$ cat config.mk
export PLATFORM = sky130hd
export DESIGN_NAME = adder_and_subtractor_64bit
export DESIGN_NICKNAME = d
export VERILOG_FILES = /design/src/rtl/adder_and_subtractor_64bit_pkg.sv /design/src/rtl/adder_and_subtractor_64bit_mux.sv /design/src/rtl/adder_and_subtractor_64bit.sv
export SDC_FILE = /design/constraint.sdc
export NUM_CORES = 1
export LEC_CHECK = 0
export ABC_AREA = 1
export CORE_ASPECT_RATIO = 1.2
export CORE_UTILIZATION = 50
export CTS_CLUSTER_DIAMETER = 60
export DETAILED_ROUTE_END_ITERATION = 7
export PLACE_DENSITY = 0.86
export SLEW_MARGIN = 20
export SYNTH_ARGS = -nofsm -noshare
export SYNTH_HDL_FRONTEND = slang
export SYNTH_SLANG_ARGS = --single-unit
$ cat constraint.sdc
create_clock -name clk -period 4.3 [get_ports clk]
set_input_delay 0.86 -clock clk [delete_from_list [all_inputs] [get_ports clk]]
set_output_delay 0.86 -clock clk [all_outputs]
set_load 0.02 [all_outputs]
$ cat src/rtl/adder_and_subtractor_64bit_pkg.sv
// Shared width default and Cin mode encoding for the 64-bit adder/subtractor.
package adder_and_subtractor_64bit_pkg;

   localparam int WIDTH_DEFAULT = 64;

   typedef enum logic {
      MODE_ADD = 1'b0,
      MODE_SUB = 1'b1
   } mode_e;

endpackage

$ cat src/rtl/adder_and_subtractor_64bit_mux.sv
// Operand-B select: passes B unchanged for add, its complement for subtract.
module mux2to1_64bit
   import adder_and_subtractor_64bit_pkg::*;
#(
   parameter int WIDTH = WIDTH_DEFAULT
) (
   input  logic             Sel,
   input  logic [WIDTH-1:0] I0,
   input  logic [WIDTH-1:0] I1,
   output logic [WIDTH-1:0] Y
);

   assign Y = (Sel == MODE_SUB) ? I1 : I0;

endmodule

$ cat src/rtl/adder_and_subtractor_64bit.sv
// Registered two's-complement adder/subtractor built from 4-bit carry-lookahead
// groups; Cin selects the mode and is also the carry into bit 0.
module adder_and_subtractor_64bit
   import adder_and_subtractor_64bit_pkg::*;
#(
   parameter int WIDTH = WIDTH_DEFAULT
) (
   input  logic             clk,
   input  logic             rst,
   input  logic             En,
   input  logic [WIDTH-1:0] A,
   input  logic [WIDTH-1:0] B,
   input  logic             Cin,
   output logic [WIDTH-1:0] Out,
   output logic             Cout,
   output logic             Overflow,
   output logic             Zero
);

   localparam int GROUPS = WIDTH / 4;

   logic [WIDTH-1:0] bx;
   logic [WIDTH-1:0] p;
   logic [WIDTH-1:0] g;
   logic [WIDTH:0]   c;
   logic [WIDTH:0]   sum;
   logic             ovf_next;

   mux2to1_64bit #(.WIDTH(WIDTH)) u_bsel (
      .Sel (Cin),
      .I0  (B),
      .I1  (~B),
      .Y   (bx)
   );

   assign p    = A ^ bx;
   assign g    = A & bx;
   assign c[0] = Cin;

   // Each group resolves its internal carries and its carry-out directly from c[base].
   for (genvar k = 0; k < GROUPS; k++) begin : g_cla
      localparam int B0 = 4 * k;
      logic gg;
      logic gp;

      assign gg = g[B0+3]
                | (p[B0+3] & g[B0+2])
                | (p[B0+3] & p[B0+2] & g[B0+1])
                | (p[B0+3] & p[B0+2] & p[B0+1] & g[B0]);
      assign gp = p[B0+3] & p[B0+2] & p[B0+1] & p[B0];

      assign c[B0+1] = g[B0] | (p[B0] & c[B0]);
      assign c[B0+2] = g[B0+1] | (p[B0+1] & g[B0]) | (p[B0+1] & p[B0] & c[B0]);
      assign c[B0+3] = g[B0+2] | (p[B0+2] & g[B0+1]) | (p[B0+2] & p[B0+1] & g[B0])
                     | (p[B0+2] & p[B0+1] & p[B0] & c[B0]);
      assign c[B0+4] = gg | (gp & c[B0]);
   end

   assign sum      = {c[WIDTH], p ^ c[WIDTH-1:0]};
   assign ovf_next = (A[WIDTH-1] == bx[WIDTH-1]) && (sum[WIDTH-1] != A[WIDTH-1]);

   // Result and flag registers; every flag comes from the same 65-bit sum.
   always_ff @(posedge clk or posedge rst) begin
      if (rst) begin
         Out      <= {WIDTH{1'b0}};
         Cout     <= 1'b0;
         Overflow <= 1'b0;
         Zero     <= 1'b1;
      end else if (En) begin
         Out      <= sum[WIDTH-1:0];
         Cout     <= sum[WIDTH];
         Overflow <= ovf_next;
         Zero     <= (sum[WIDTH-1:0] == {WIDTH{1'b0}});
      end
   end

endmodule

==> flow_summary.json <==
{
  "seq_area_frac_synth_pct": 27.0,
  "r2r_cells": 2,
  "dieHeight_um": 124,
  "via_per_inst": 5.22,
  "crit_start": "B[16]",
  "ys_ff_latch": 67,
  "total_power_uw": 3530,
  "start_util_pct": 51.3,
  "p_switching_uw": 1380,
  "setup_ws_ns": -2.13,
  "dieWidth_um": 104,
  "drtAntennaViolNets": 0,
  "tritoncts": "built",
  "gr-usage-all-layers_pct": 31.2,
  "crit_type": "input pin to flip-flop",
  "syn_area_per_cell_um2": 7.17,
  "holdPathStages": 2,
  "fin_util_pct": 82.8,
  "vias": 7112,
  "grt_max_degree": 68,
  "synth_ff_type": "dfrtp_1",
  "synth.top_cell.area_share_pct": 26.6,
  "synthMostInstantiatedCell": "nand2_1",
  "leakage_uw": 0.00515,
  "core_area_mm2": 0.0121,
  "crit_arrival_ns": 6.70,
  "ioPinCount": 199,
  "yosys-top-cells-count": "nand2_1, inv_1, nor2_1",
  "r2r_slack_ns": 3.49,
  "cts_hold_buf": 0,
  "synth_largest_area_cell": "dfrtp_1",
  "slowest_delay_ns": 0.51,
  "p_comb_share_pct": 55.3,
  "drtIter0Drc": 398,
  "hold_class": "flip-flop to flip-flop",
  "timing.fmax_ghz": 0.155,
  "routed_wl_um": 21600,
  "peakVddDrop_v": 0.000271,
  "p_clk_share_pct": 19.8,
  "port_buffers": 198,
  "htree_levels": 3,
  "synth_area_leaders": "dfrtp_1, nand2_1, ha_1",
  "p_sw_share_pct": 39.2,
  "final_nets": 1408,
  "fin_crit_sh_pct": 150,
  "startpoint_type": "input pin",
  "antenna_cells": 0,
  "slew_headroom_pct": 30.2,
  "synth_edf_count": 0,
  "cp-end-kind": "flip-flop",
  "grt_overflow": 0,
  "drc_errors": 0,
  "setup_violations": 1,
  "violations": "negative setup slack",
  "crit_path_frequent_cell": "nand2_2",
  "row_count": 44,
  "maxCapViolations": 0,
  "hold_viol": 0,
  "yosysWarnings": 0,
  "pwr-share-seq_pct": 24.8,
  "worstMarginPinSlew_ns": 1.05,
  "rsz0062_at_grt": "true",
  "critical_path_required_ns": 4.57,
  "area_growth_pct": 61.3,
  "endpoint": "Zero$_DFFE_PP1P_",
  "drv_slew": 0,
  "gp_congestion": 0.885,
  "crit_path_top_delay_cell": "clkdlybuf4s50_1",
  "syn_nets": 1078,
  "dieArea_mm2": 0.0129,
  "r2r-end": "Zero$_DFFE_PP1P_",
  "cell_internal_pwr_uw": 2140,
  "cts_made_buffers": 9,
  "clkLatencyLatePin_ns": 0.32,
  "skew_ns": 0,
  "worstReg2RegStart": "Zero$_DFFE_PP1P_",
  "clock_path_buffers": 2,
  "layout-drive-gt1-share_pct": 20.8,
  "post_drt_wl_per_cell_um": 15.9,
  "antenna_found_initial": 0,
  "synthArstFlopShare_pct": 100,
  "cts_sinks": 67,
  "period_needed_ns": 6.43,
  "dpl.hpwl_um": 14700,
  "crit_fanout": 3,
  "clk_pin_slew_ns": 0.06,
  "dr.pass1.iters": 5,
  "synth_area_mm2": 0.00622,
  "post_synth_num_cell_types": 27,
  "grt_pass1_vias": 7052,
  "status": "finished with violations",
  "syn_inst": 867,
  "cts_root_buf": "clkbuf_16",
  "grt_pass1_wl_um": 31700,
  "power_density_mw_per_mm2": 352
}
-- per-layer routing --
layer  GRT usage [%]  part of all wire, %
met1            32.0                   36
met2            61.5                   53
met3            4.34                  6.1
met4            17.7                  5.2
met5               0                    0
-- state kept, by name (all words and copies together), names as in the netlist --
register and flops:
Overflow 1, Cout 1, Zero 1, Out 64
-- timing repair --
action                     CTS  global route
buffers inserted            16             9
resized for setup           73            41
gates cloned                 1             0
pin swaps                   48            49
setup endpoints to repair    9            11
-- layout make-up --
class | count | area (µm²)
repair buffers | 340 | 3060
clock inverters | 2 | 10.0
clock buffers | 13 | 270
inverters | 123 | 462
flip-flops and latches | 67 | 1680
fillers | 716 | 2090
multi-input cells | 656 | 4350
well taps | 161 | 201
-- per-stage QoR --
step	TNS, ns	hold WS [ns]	std cells	setup WS, ns	area [µm²]
floorplan	-1.88	0.501	867	-1.73	6280
global placement	-5.46	0.462	1321	-2.44	9210
detailed placement	-8.37	0.473	1321	-2.67	9210
CTS	-2.17	0.486	1353	-2.17	9790
global route	-4.17	0.507	1362	-2.81	10000
finish	-2.13	0.480	1362	-2.13	10000
-- cells by family (layout without fill, tap and decap cells) --
group	after synthesis	count (layout)	share of synthesized area, %
xor gates and xnor gates	72	72	10.1
and+or+nand+nor	404	404	27.7
AOI/OAI and AO/OA	101	101	8.76
adders and majority gates	79	79	17.7
DFF	67	67	27.0
buffers and inverters	144	478	8.70
-- power by group through the flow --
stage | clock, µW | sequential [µW] | combinational (µW)
after floorplan | 0 | 1040 | 734
after global placement | 0 | 872 | 1700
after detailed placement | 0 | 875 | 1750
after CTS | 701 | 871 | 1840
after global routing | 728 | 888 | 2110
final | 700 | 876 | 1950
-- critical path, delay by kind of cell --
kind                       cells  cell delay (ns)
xor gates and xnor gates       2             0.32
adders and majority gates      2             0.75
buffers and inverters          5             0.85
and+or+nand+nor               45             3.93
-- worst min path at each step --
| stage | endpoint | start | slack [ns] |
|---|---|---|---|
| 2_1_floorplan | Zero$_DFFE_PP1P_ | Zero$_DFFE_PP1P_ | 0.50 |
| 3_3_place_gp | Out[49]$_DFFE_PP0P_ | Out[49]$_DFFE_PP0P_ | 0.46 |
| 3_5_place_dp | Out[6]$_DFFE_PP0P_ | Out[6]$_DFFE_PP0P_ | 0.47 |
| 4_1_cts | Zero$_DFFE_PP1P_ | Zero$_DFFE_PP1P_ | 0.49 |
| 5_1_grt | Out[35]$_DFFE_PP0P_ | Out[35]$_DFFE_PP0P_ | 0.51 |
| 6_report | Out[44]$_DFFE_PP0P_ | Out[44]$_DFFE_PP0P_ | 0.48 |
-- cells in the final DEF (no fill, tap or decap), drive strengths merged, types with 21 or more instances in the layout --
cell type	netlist	routed
a21oi	28	28
clkdlybuf4s50	0	171
inv	123	123
o21ai	51	51
dfrtp	66	66
xor2	51	51
nor2	72	72
ha	64	64
nand3	44	44
xnor2	21	21
nand2	262	262
buf	2	150
Note: power is estimated with default switching activity, not from simulation.
